==> config.mk <==
export PLATFORM = sky130hd
export DESIGN_NAME = jtframe_lfbuf_memctl
export DESIGN_NICKNAME = d
export VERILOG_FILES = /design/src/rtl/jtframe_lfbuf_memctl.sv
export SDC_FILE = /design/constraint.sdc
export NUM_CORES = 1
export LEC_CHECK = 0
export ABC_AREA = 1
export CAP_MARGIN = 30
export CORE_UTILIZATION = 47
export CTS_CLUSTER_SIZE = 25
export DETAILED_ROUTE_END_ITERATION = 10
export HOLD_SLACK_MARGIN = 0.05
export PLACE_DENSITY = 0.77
export SLEW_MARGIN = 10
export SYNTH_ARGS = -nofsm -noshare
export SYNTH_HDL_FRONTEND = slang
export SYNTH_SLANG_ARGS = --single-unit
==> constraint.sdc <==
create_clock -name clk -period 4.1 [get_ports clk]
set_input_delay 1.025 -clock clk [delete_from_list [all_inputs] [get_ports clk]]
set_output_delay 1.025 -clock clk [all_outputs]
set_load 0.05 [all_outputs]
==> src/rtl/jtframe_lfbuf_memctl.sv <==
// jtframe_lfbuf_memctl: SDRAM sequencer for the line frame buffer (dump/clear on ln_hs, row fetch on H-blank).
// Optional: JTFRAME_LFBUF_VBSKIP_EN suppresses row fetches during V-blank.
module jtframe_lfbuf_memctl #(
    parameter int          VW   = 8,
    parameter int          HW   = 9,
    parameter logic [HW-1:0] HMAX = 9'd255
) (
    input  logic             clk,
    input  logic             rst,
    input  logic [VW-1:0]    vrender_i,
    input  logic             lhbl_i,
    input  logic             lvbl_i,
    input  logic             frame_i,
    input  logic             ln_hs_i,
    input  logic [VW-1:0]    ln_v_i,
    output logic [HW-1:0]    fb_addr_o,
    input  logic [15:0]      fb_din_i,
    output logic             fb_clr_o,
    output logic             fb_done_o,
    output logic             line_o,
    output logic [HW-1:0]    rd_addr_o,
    output logic [15:0]      fb_dout_o,
    output logic             scr_we_o,
    output logic [VW+HW:0]   mem_addr_o,
    output logic             mem_rd_o,
    output logic             mem_wr_o,
    output logic [15:0]      mem_din_o,
    input  logic [15:0]      mem_dout_i,
    input  logic             mem_ack_i
);
    typedef enum logic [2:0] {IDLE, READ, WRITE, CLR, DONE} state_t;

    state_t          state_q;
    logic            pend_rd_q, pend_wr_q, first_q, hs_q, wait_q, lhbl_q, frame_q, line_q;
    logic [VW-1:0]   row_l_q;
    logic [HW-1:0]   col_q, fb_addr_q, rd_addr_q;
    logic            fb_clr_q, fb_done_q, scr_we_q, mem_rd_q, mem_wr_q;
    logic [15:0]     fb_dout_q, mem_din_q;
    logic [VW+HW:0]  mem_addr_q;
    logic            rd_set, hs_acc, last;
    logic [HW-1:0]   col_d;

`ifdef JTFRAME_LFBUF_VBSKIP_EN
    assign rd_set = lhbl_q & ~lhbl_i & lvbl_i;
`else
    logic unused_lvbl;
    assign unused_lvbl = lvbl_i;
    assign rd_set = lhbl_q & ~lhbl_i;
`endif
    // a second ln_hs before the dump of the previous one is accepted is dropped
    assign hs_acc = ln_hs_i & ~pend_wr_q & ~hs_q;
    assign last   = col_q == HMAX;
    assign col_d  = col_q + HW'(1);

    always_ff @(posedge clk or posedge rst) begin
        if (rst) begin
            state_q    <= IDLE;
            pend_rd_q  <= 1'b0;
            pend_wr_q  <= 1'b0;
            first_q    <= 1'b1;
            hs_q       <= 1'b0;
            wait_q     <= 1'b0;
            lhbl_q     <= 1'b0;
            frame_q    <= 1'b0;
            line_q     <= 1'b0;
            row_l_q    <= '0;
            col_q      <= '0;
            fb_addr_q  <= '0;
            rd_addr_q  <= '0;
            fb_clr_q   <= 1'b0;
            fb_done_q  <= 1'b0;
            scr_we_q   <= 1'b0;
            mem_rd_q   <= 1'b0;
            mem_wr_q   <= 1'b0;
            fb_dout_q  <= '0;
            mem_din_q  <= '0;
            mem_addr_q <= '0;
        end else begin
            lhbl_q    <= lhbl_i;
            frame_q   <= frame_i;
            hs_q      <= hs_acc;
            scr_we_q  <= 1'b0;
            fb_done_q <= 1'b0;
            if (hs_acc) line_q <= ~line_q;
            if (hs_q) pend_wr_q <= 1'b1;
            case (state_q)
                IDLE: if (pend_rd_q) begin
                    state_q    <= READ;
                    col_q      <= '0;
                    mem_rd_q   <= 1'b1;
                    mem_addr_q <= {~frame_i, vrender_i, {HW{1'b0}}};
                end else if (pend_wr_q) begin
                    state_q   <= first_q ? CLR : WRITE;
                    fb_clr_q  <= first_q;
                    col_q     <= '0;
                    fb_addr_q <= '0;
                    wait_q    <= 1'b0;
                end
                READ: if (mem_ack_i) begin
                    fb_dout_q <= mem_dout_i;
                    rd_addr_q <= col_q;
                    scr_we_q  <= 1'b1;
                    if (last) begin
                        mem_rd_q  <= 1'b0;
                        pend_rd_q <= 1'b0;
                        state_q   <= IDLE;
                    end else begin
                        col_q      <= col_d;
                        mem_addr_q <= {~frame_i, vrender_i, col_d};
                    end
                end
                // fb_din trails fb_addr by a cycle, so each word waits before requesting
                WRITE: if (mem_wr_q) begin
                    if (mem_ack_i) begin
                        mem_wr_q  <= 1'b0;
                        wait_q    <= 1'b0;
                        col_q     <= last ? '0 : col_d;
                        fb_addr_q <= last ? '0 : col_d;
                        fb_clr_q  <= last;
                        if (last) state_q <= CLR;
                    end
                end else if (wait_q) begin
                    mem_wr_q   <= 1'b1;
                    mem_din_q  <= fb_din_i;
                    mem_addr_q <= {frame_i, row_l_q, col_q};
                    wait_q     <= 1'b0;
                end else begin
                    wait_q <= 1'b1;
                end
                CLR: if (last) begin
                    fb_clr_q  <= 1'b0;
                    fb_done_q <= 1'b1;
                    state_q   <= DONE;
                end else begin
                    col_q     <= col_d;
                    fb_addr_q <= col_d;
                end
                DONE: begin
                    pend_wr_q <= 1'b0;
                    first_q   <= 1'b0;
                    row_l_q   <= ln_v_i;
                    state_q   <= IDLE;
                end
                default: state_q <= IDLE;
            endcase
            // new events win over the clears done by the state machine above
            if (rd_set) pend_rd_q <= 1'b1;
            if (frame_q != frame_i) first_q <= 1'b1;
        end
    end

    assign fb_addr_o  = fb_addr_q;
    assign fb_clr_o   = fb_clr_q;
    assign fb_done_o  = fb_done_q;
    assign line_o     = line_q;
    assign rd_addr_o  = rd_addr_q;
    assign fb_dout_o  = fb_dout_q;
    assign scr_we_o   = scr_we_q;
    assign mem_addr_o = mem_addr_q;
    assign mem_rd_o   = mem_rd_q;
    assign mem_wr_o   = mem_wr_q;
    assign mem_din_o  = mem_din_q;
endmodule

==> results.toml, run 1 <==
[status]
status = "completed"

[floorplanning]
dieArea_sq_um = 9930
ios = 129
die_h_um = 99.6
num_rows = 35
core_sq_um = 9240
initial_core_util_pct = 48.5
die_w_um = 99.6

[drt]
drt_wl_total_mm = 10.7
drc = 0
wire_per_inst_um = 13.2
drtIter0Drc = 144
ant_nets = 0
routed-via-count = 3875
first_pass_iters = 4
viasPerCell = 4.81

[sta]
final.period_utilization_pct = 67.1
rsz0062_at_grt = "false"
hold_viol = 0
min_period_ns = 2.75
max_slew_margin_pct = 43.4
finalSetupViolCount = 0
tightestPinTransition_ns = 0.847
final.setup.tns_ns = 0
finClkSkew_ns = 0.0191
max_freq_ghz = 0.363
finalMaxSlewViolations = 0
whs_ns = 0.477

[logic_synthesis]
yosys_warnings = 0
ys_seq_area_share_pct = 56.5
synth_seq_cells = 101
synth_top_family_by_area = "simple AND/OR/NAND/NOR gates"
syn-num-nets = 606
synth_compound_area_share_pct = 7.07
synthAdderAreaFrac_pct = 0.838
yosys.area_share.simple_pct = 29.1
syn_inst = 548
synthMuxAreaShare_pct = 0
synth_area_per_cell_sq_um = 8.17
synth_cell_types = 25
syn_area_sq_um = 4480
synth_xor_area_share_pct = 0.978

[setup_path]
crit_top_cell = "nand2_1"
arrival_ns = 3.02
crit_buf_inv = 2
crit_family = "simple AND/OR/NAND/NOR gates"
cp_slowest_cell = "nand2_1"
crit_chain = "ha_1, nand2_1, inv_1, nand2_1, nor2_1, ha_1, nand3_1, nand3_1, nor2_1, nand2_1, inv_2, nand2_1, nand2_1"
reg2reg_slack_ns = 1.35
cp.required_ns = 4.36
critical_path_class = "reg2reg"
worst-r2r-cell-count = 13
setup.worst_path.start_class = "flop"
critPathMaxFanout = 30
reg2reg_to = "mem_addr_o[3]"
cp-end-kind = "flop"
slowest_delay_ns = 0.62
rr_startpoint = "col_q[0]"

[clock_tree]
clk_latency_ns = 0.37
post_cts_buffers = 0
hold_buffers = 0
clkSinkCount = 101
clock-root-buffer = "clkbuf_8"
numCtsBuffers = 9
cts_buffer_depth = 2
h-tree-depth = 3
cts_tree = "yes"
cts_resized = 0
path_clk_slew_ns = 0.10

[placed_design]
io_buffer_count = 127
dp_hpwl_mm = 7.70
gp_congestion = 0.948

[cells_and_area]
drive_above_1_share_pct = 6.06
antenna_cells = 0
area_growth_pct = 35.4
nNetsFinal = 730

[worst_hold_path]
hold_class = "reg2reg"
hold_end = "fb_clr_o"
hp-start = "fb_clr_o"
hold_depth = 2

[pwr]
ir_worst_vdd_mv = 0.394
p_leak_nw = 2.98
power_density_nw_per_um2 = 767
power.total_w = 0.00465

[global_routing]
grt_pass1_vias = 3690
groute.usage.overall_pct = 22.3
grt_max_degree = 63
grt_first_pass_wirelength_mm = 17.4
overflow = 0
antenna_found_initial = 0

[flow_run]
maxCapViolCount = 0
worst max-delay path by stage:
| stage | depth (start not counted) | to | from |
|---|---|---|---|
| floorplan | 1 | col_q[0] | rst |
| global placement | 9 | mem_addr_o[7] | mem_ack_i |
| detailed placement | 9 | mem_addr_o[5] | mem_ack_i |
| CTS | 13 | mem_addr_o[3] | col_q[0] |
| global route | 13 | mem_addr_o[8] | col_q[0] |
| finish | 13 | mem_addr_o[3] | col_q[0] |
metrics by stage:
step	instance area, sq um	cells	setup WS [ns]	util, %
floorplan	4480	548	0.430	-
finish	6070	806	1.35	65.7
global route	6070	806	0.995	65.7
global placement	5860	790	1.20	63.5
detailed placement	5860	790	1.19	63.5
CTS	6070	806	1.36	65.7
state kept, by name (all words and copies together) (netlist names), 3 cells and up:
name / flops
rd_addr_o: 9
fb_addr_o: 9
mem_din_o: 16
mem_addr_o: 18
row_l_q: 8
state_q: 3
col_q: 9
fb_dout_o: 16
power by group:
group | internal [W] | switching, W | total [W]
Sequential | 0.00129 | 0.000203 | 0.00149
Clock | 0.000291 | 0.000362 | 0.000653
Combinational | 0.000763 | 0.00174 | 0.00251
Total | 0.00234 | 0.00231 | 0.00465
final cells by class:
type                    instances  area [sq um]
clock buffers                   9           124
multi-input cells             386          1700
flip-flops and latches        101          2530
well taps                     129           161
clock inverters                 7          80.1
fillers                       770          3170
repair buffers                129          1300
inverters                      45           171
tightest hold or removal path, cell delays in order (launching register included):
cell,delay (ns)
dfrtp_1,0.35
nand2_1,0.05
nand2_1,0.04
routing by layer:
layer	GRT usage, %	up-vias	share of wire, %
met5	0	-	0
met4	9.62	0	2.3
met3	3.02	18	2.6
met2	37.6	76	50
met1	29.1	1815	45
li1	-	1966	-
Yosys cell counts:
cell type | count | area, sq um
nand2_1 | 239 | 897
dfrtp_1 | 100 | 2500
o21ai_0 | 44 | 220
inv_1 | 39 | 146
nand3_1 | 39 | 195
nor2_1 | 21 | 78.8
buf_2 | 9 | 45.0
a21oi_1 | 7 | 35.0
inv_2 | 6 | 22.5
nand2_2 | 6 | 37.5
clkbuf_1 | 5 | 18.8
nor2_2 | 5 | 31.3
nand4_1 | 4 | 25.0
o22ai_1 | 4 | 25.0
xnor2_1 | 4 | 35.0
ha_1 | 3 | 37.5
nor2_4 | 3 | 33.8
buf_4 | 2 | 15.0
o21ai_1 | 2 | 10.0
a31oi_1 | 1 | 6.26
and2_1 | 1 | 6.26
dfstp_2 | 1 | 26.3
o2111a_1 | 1 | 11.3
o21ai_2 | 1 | 8.76
xor2_1 | 1 | 8.76
cell usage in the layout (no fill, tap or decap), drive strengths merged:
master,instances
clkbuf,9
and2,1
clkdlybuf4s50,127
a31oi,1
dfstp,1
clkinv,2
bufinv,1
o21ai,47
clkinvlp,1
o2111a,1
nand3,39
o22ai,4
ha,3
nor2,29
xor2,1
a21oi,7
xnor2,4
nand2,245
nand4,4
dfrtp,100
buf,2
inv,48
cell families (layout without fill, tap and decap cells):
logic type,Yosys count,in the layout
AND/OR/NAND/NOR,318,318
flip-flops,101,101
buffers and inverters,61,190
AO/OA/AOI/OAI,60,60
XOR/XNOR,5,5
adder cells (fa/ha/maj),3,3
Power figures use the tool's default switching activity.
==> inputs of run 2 (changes only) <==
==> constraint.sdc (replaced) <==
create_clock -name clk -period 2.6 [get_ports clk]
set_input_delay 0.65 -clock clk [delete_from_list [all_inputs] [get_ports clk]]
set_output_delay 0.65 -clock clk [all_outputs]
set_load 0.05 [all_outputs]
==> run 2 against run 1 <==
Against the previous run:
- final cell count grew 1.2%
- via count rose by 2.6%
- die area did not move
- critical path type is now reg2out
- highest routed layer unchanged
==> results.toml, run 2 (synthesis gave the netlist of run 1 again) <==
[global_routing]
antenna_found_initial = 0
grt_first_pass_wirelength_mm = 18.2
overflow = 0
grt_max_degree = 50
groute.usage.overall_pct = 23.0
grt_pass1_vias = 3844

[sta]
finalMaxSlewViolations = 0
layout_setup_ws_ns = 0.284
final.setup.tns_ns = 0
tightestPinTransition_ns = 0.578
final.period_utilization_pct = 89.1
max_freq_ghz = 0.432
hold_viol = 0
rsz0062_at_grt = "false"
finClkSkew_ns = 0.0118
max_slew_margin_pct = 61.4
finalSetupViolCount = 0
min_period_ns = 2.32

[drt]
viasPerCell = 4.87
drtIter0Drc = 167
drt_wl_total_mm = 10.7
wire_per_inst_um = 13.2
drc = 0
first_pass_iters = 4
ant_nets = 0
routed-via-count = 3974

[floorplanning]
die_w_um = 99.6
ios = 129
dieArea_sq_um = 9930
core_sq_um = 9240
num_rows = 35
die_h_um = 99.6
initial_core_util_pct = 48.5

[status]
status = "completed"

[clock_tree]
cts_tree = "yes"
cts_buffer_depth = 2
clk_latency_ns = 0.37
h-tree-depth = 3
clkSinkCount = 101
path_clk_slew_ns = 0.10
numCtsBuffers = 9
clock-root-buffer = "clkbuf_8"
hold_buffers = 0

[setup_path]
crit_family = "buffers and inverters"
setup.worst_path.start_class = "flop"
crit_buf_inv = 1
critPathMaxFanout = 6
cp_slowest_cell = "clkdlybuf4s50_1"
cp.required_ns = 1.95
critical_path_class = "reg2out"
arrival_ns = 1.67
crit_chain = "clkdlybuf4s50_1"
slowest_delay_ns = 0.85
cp-end-kind = "output pin"

[cells_and_area]
final_cell_mix = "nand2_1, clkdlybuf4s50_1, dfrtp_1"
drive_above_1_share_pct = 7.57
nNetsFinal = 740
antenna_cells = 0
area.sequential_sq_um = 2530
largest_register_ffs = 18
final_common_cell = "nand2_1"
area_growth_pct = 37.0
fill_cells = 830
multi_input_area_sq_um = 1710

[pwr]
ir_worst_vdd_mv = 0.947
p_leak_nw = 3.02
power_density_nw_per_um2 = 1200

[placed_design]
dp_hpwl_mm = 8.04
gp_congestion = 0.913
io_buffer_count = 127
place_ws_ns = 0.274

[worst_hold_path]
hold_class = "reg2reg"

[flow_run]
maxCapViolCount = 0
==> run 2: cell types whose count changed in the layout (fill, tap and decap cells not counted), sizes merged <==
cell,previous run,this run
inv,48,47
bufinv,1,0
clkinvlp,1,4
buf,2,12
clkinv,2,1
==> run 2: timing repair <==
| action | in CTS | in global routing |
|---|---|---|
| hold endpoints to repair | 0 | 0 |
| resized for setup | 0 | 1 |
| buffers inserted | 0 | 0 |
| endpoints found under the setup margin | 0 | 16 |
==> run 2: metal layers <==
layer | up-vias | track usage (%) | share of wire (%)
li1 | 1976 | - | -
met1 | 1892 | 30.1 | 43
met2 | 92 | 39.3 | 51
met3 | 14 | 3.58 | 4.5
met4 | 0 | 7.47 | 1.7
met5 | - | 0 | 0
==> run 2: final cells by class <==
class,count,share of cell area (%)
Tap cell,129,2.63
Sequential cell,101,41.2
Clock inverter,7,0.958
Clock buffer,9,2.02
Timing Repair Buffer,139,22.6
Multi-Input combinational cell,386,27.8
Inverter,45,2.81
==> run 2: per-stage QoR <==
stage               hold slack [ns]  util (%)  cells  power [W]  area, sq um
finish                        0.477      66.4    816    0.00739         6140
CTS                           0.483      66.4    816    0.00744         6130
detailed placement            0.457      64.4    800    0.00649         5950
global placement              0.453      64.4    800    0.00641         5950
floorplan                     0.442         -    548    0.00510         4480
global route                  0.498      66.4    816    0.00785         6140
==> run 2: worst paths after layout <==
check	from	depth (start not counted)	slack [ns]	endpoint
setup / recovery	mem_wr_o	1	0.28	mem_wr_o
hold / removal	fb_addr_o[6]	2	0.48	fb_addr_o[6]
setup reg to reg	col_q[1]	10	0.31	col_q[1]
hold reg to reg	fb_addr_o[6]	2	0.48	fb_addr_o[6]
max in group asynchronous	rst	3	1.37	first_q
min in group asynchronous	rst	2	0.60	fb_dout_o[6]
==> run 2: report_power, final <==
part	internal, W	total [W]	switching [W]
sequential	0.00204	0.00235	0.000316
combinational	0.00131	0.00410	0.00279
clock	0.000363	0.000935	0.000572
==> inputs of run 3 (changes only) <==
--- a/config.mk
+++ b/config.mk
@@ -10,6 +10,7 @@
 export CORE_UTILIZATION = 47
 export CTS_CLUSTER_SIZE = 25
 export DETAILED_ROUTE_END_ITERATION = 10
+export GPL_TIMING_DRIVEN = 0
 export HOLD_SLACK_MARGIN = 0.05
 export PLACE_DENSITY = 0.77
 export SLEW_MARGIN = 10
==> run 3 against run 2 <==
Against the previous run:
- wire length is 2.5% higher
- largest power group unchanged
- core utilization is 0.32 points higher
- via count is 0.96% higher
- final area is 0.49% higher
- combinational power hardly changed
- die area stayed put
- critical path depth is 12 higher
- critical endpoint is now col_q[2]
==> results.toml, run 3 (synthesis gave the netlist of run 1 again) <==
[status]
status = "completed"

[sta]
finalMaxSlewViolations = 0
max_freq_ghz = 0.422
finalSetupViolCount = 0
layout_setup_ws_ns = 0.229
max_slew_margin_pct = 47.5
min_period_ns = 2.37
finClkSkew_ns = 0.0159
whs_ns = 0.474
hold_viol = 0
final.period_utilization_pct = 91.2
tightestPinTransition_ns = 0.785
rsz0062_at_grt = "false"

[drt]
wire_per_inst_um = 13.4
drc = 0
drtIter0Drc = 166
first_pass_iters = 4
viasPerCell = 4.89
ant_nets = 0
routed-via-count = 4012
drt_wl_total_mm = 11.0

[global_routing]
grt_max_degree = 37
grt_first_pass_wirelength_mm = 18.1
groute.usage.overall_pct = 23.3
top_usage_layer = "met2"
use_met2_pct = 38.9
overflow = 0
grt_pass1_vias = 3850
gr-usage-met1_pct = 29.8
antenna_found_initial = 0
use_met3_pct = 5.55

[placed_design]
io_buffer_count = 127
dp_hpwl_mm = 8.37
gp_congestion = 0.944
place_ws_ns = 0.0590

[cells_and_area]
fill_cells = 806
multi_input_area_sq_um = 1710
final_cell_mix = "nand2_1, clkdlybuf4s50_1, dfrtp_1"
final_common_cell = "nand2_1"
nNetsFinal = 745
drive_above_1_share_pct = 7.80
antenna_cells = 0
area_growth_pct = 37.7
largest_register_ffs = 18
area.sequential_sq_um = 2530

[clock_tree]
clock-root-buffer = "clkbuf_8"
clkSinkCount = 101
h-tree-depth = 3
cts_buffer_depth = 2
cts_tree = "yes"
post_cts_buffers = 0
hold_buffers = 0
path_clk_slew_ns = 0.10
clk_latency_ns = 0.36
numCtsBuffers = 9

[setup_path]
crit_top_cell = "nand2_1"
arrival_ns = 2.63
cp-end-kind = "flop"
reg2reg_slack_ns = 0.23
critical_path_class = "reg2reg"
crit_buf_inv = 3
cp.required_ns = 2.86
critPathMaxFanout = 8
cp_slowest_cell = "dfrtp_2"
setup.worst_path.start_class = "flop"
slowest_delay_ns = 0.46
crit_chain = "ha_1, nand2_1, inv_1, nand2_1, nor2_1, ha_2, inv_1, o21ai_4, nand2_1, inv_2, nor2_1, nand2_1, nand2_1"
crit_family = "simple AND/OR/NAND/NOR gates"

[pwr]
ir_worst_vdd_mv = 0.718
p_leak_nw = 3.03
power_density_nw_per_um2 = 1210

[floorplanning]
core_sq_um = 9240
die_w_um = 99.6
num_rows = 35
ios = 129
die_h_um = 99.6
dieArea_sq_um = 9930
initial_core_util_pct = 48.5

[worst_hold_path]
hold_class = "reg2reg"

[flow_run]
maxCapViolCount = 0
-- run 3: cell types whose count changed in the layout (fill, tap and decap cells not counted), sizes merged --
cell / delta
clkbuf: +4
bufinv: +1
clkinvlp: -1
buf: +1
-- run 3: final cells by class --
class	instances	area share, %
Buffer	15	1.22
Clock buffer	9	2.01
Clock inverter	7	1.30
Inverter	45	2.80
Multi-Input combinational cell	386	27.8
Sequential cell	101	41.0
Tap cell	129	2.62
Timing Repair Buffer	129	21.3
-- run 3: where the power goes --
| part | internal, W | leakage, nW | switching [W] |
|---|---|---|---|
| clock | 0.000457 | 0.0968 | 0.000561 |
| sequential | 0.00204 | 1.25 | 0.000306 |
| combinational | 0.00127 | 1.68 | 0.00282 |
| total | 0.00377 | 3.03 | 0.00369 |
-- run 3: metrics by stage --
step | total power [W] | std cells | utilization [%] | setup TNS [ns] | area, sq um
finish | 0.00745 | 821 | 66.7 | 0 | 6170
global route | 0.00792 | 821 | 66.7 | 0 | 6170
CTS | 0.00751 | 822 | 66.7 | 0 | 6160
detailed placement | 0.00647 | 806 | 64.5 | 0 | 5960
global placement | 0.00640 | 804 | 64.0 | -24.13 | 5920
floorplan | 0.00510 | 548 | - | 0 | 4480
-- run 3: path summary, 6_finish.rpt --
path / from / end / depth (start not counted)
setup / recovery: col_q[0] / col_q[2] / 13
hold / removal: fb_addr_o[6] / fb_addr_o[6] / 2
setup reg to reg: col_q[0] / col_q[2] / 13
hold reg to reg: fb_addr_o[6] / fb_addr_o[6] / 2
max in group asynchronous: rst / first_q / 3
min in group asynchronous: rst / fb_dout_o[2] / 2
-- run 3: worst register-to-register path, delay by kind of cell (launching register included) --
kind	cells	cell delay, ns
simple gates	7	0.69
fa+ha+maj	2	0.47
flops	1	0.46
buf+inv	3	0.39
compound gates	1	0.28
-- run 3: layer usage --
layer | share of wire, % | vias to the layer above
met2 | 50 | 106
met4 | 2.0 | 0
li1 | - | 1997
met1 | 43 | 1889
met3 | 4.3 | 20
met5 | 0 | -
-- run 3: timing repair --
item | CTS | global route
resized for setup | 0 | 3
setup endpoints to repair | 0 | 9
hold endpoints to repair | 0 | 0
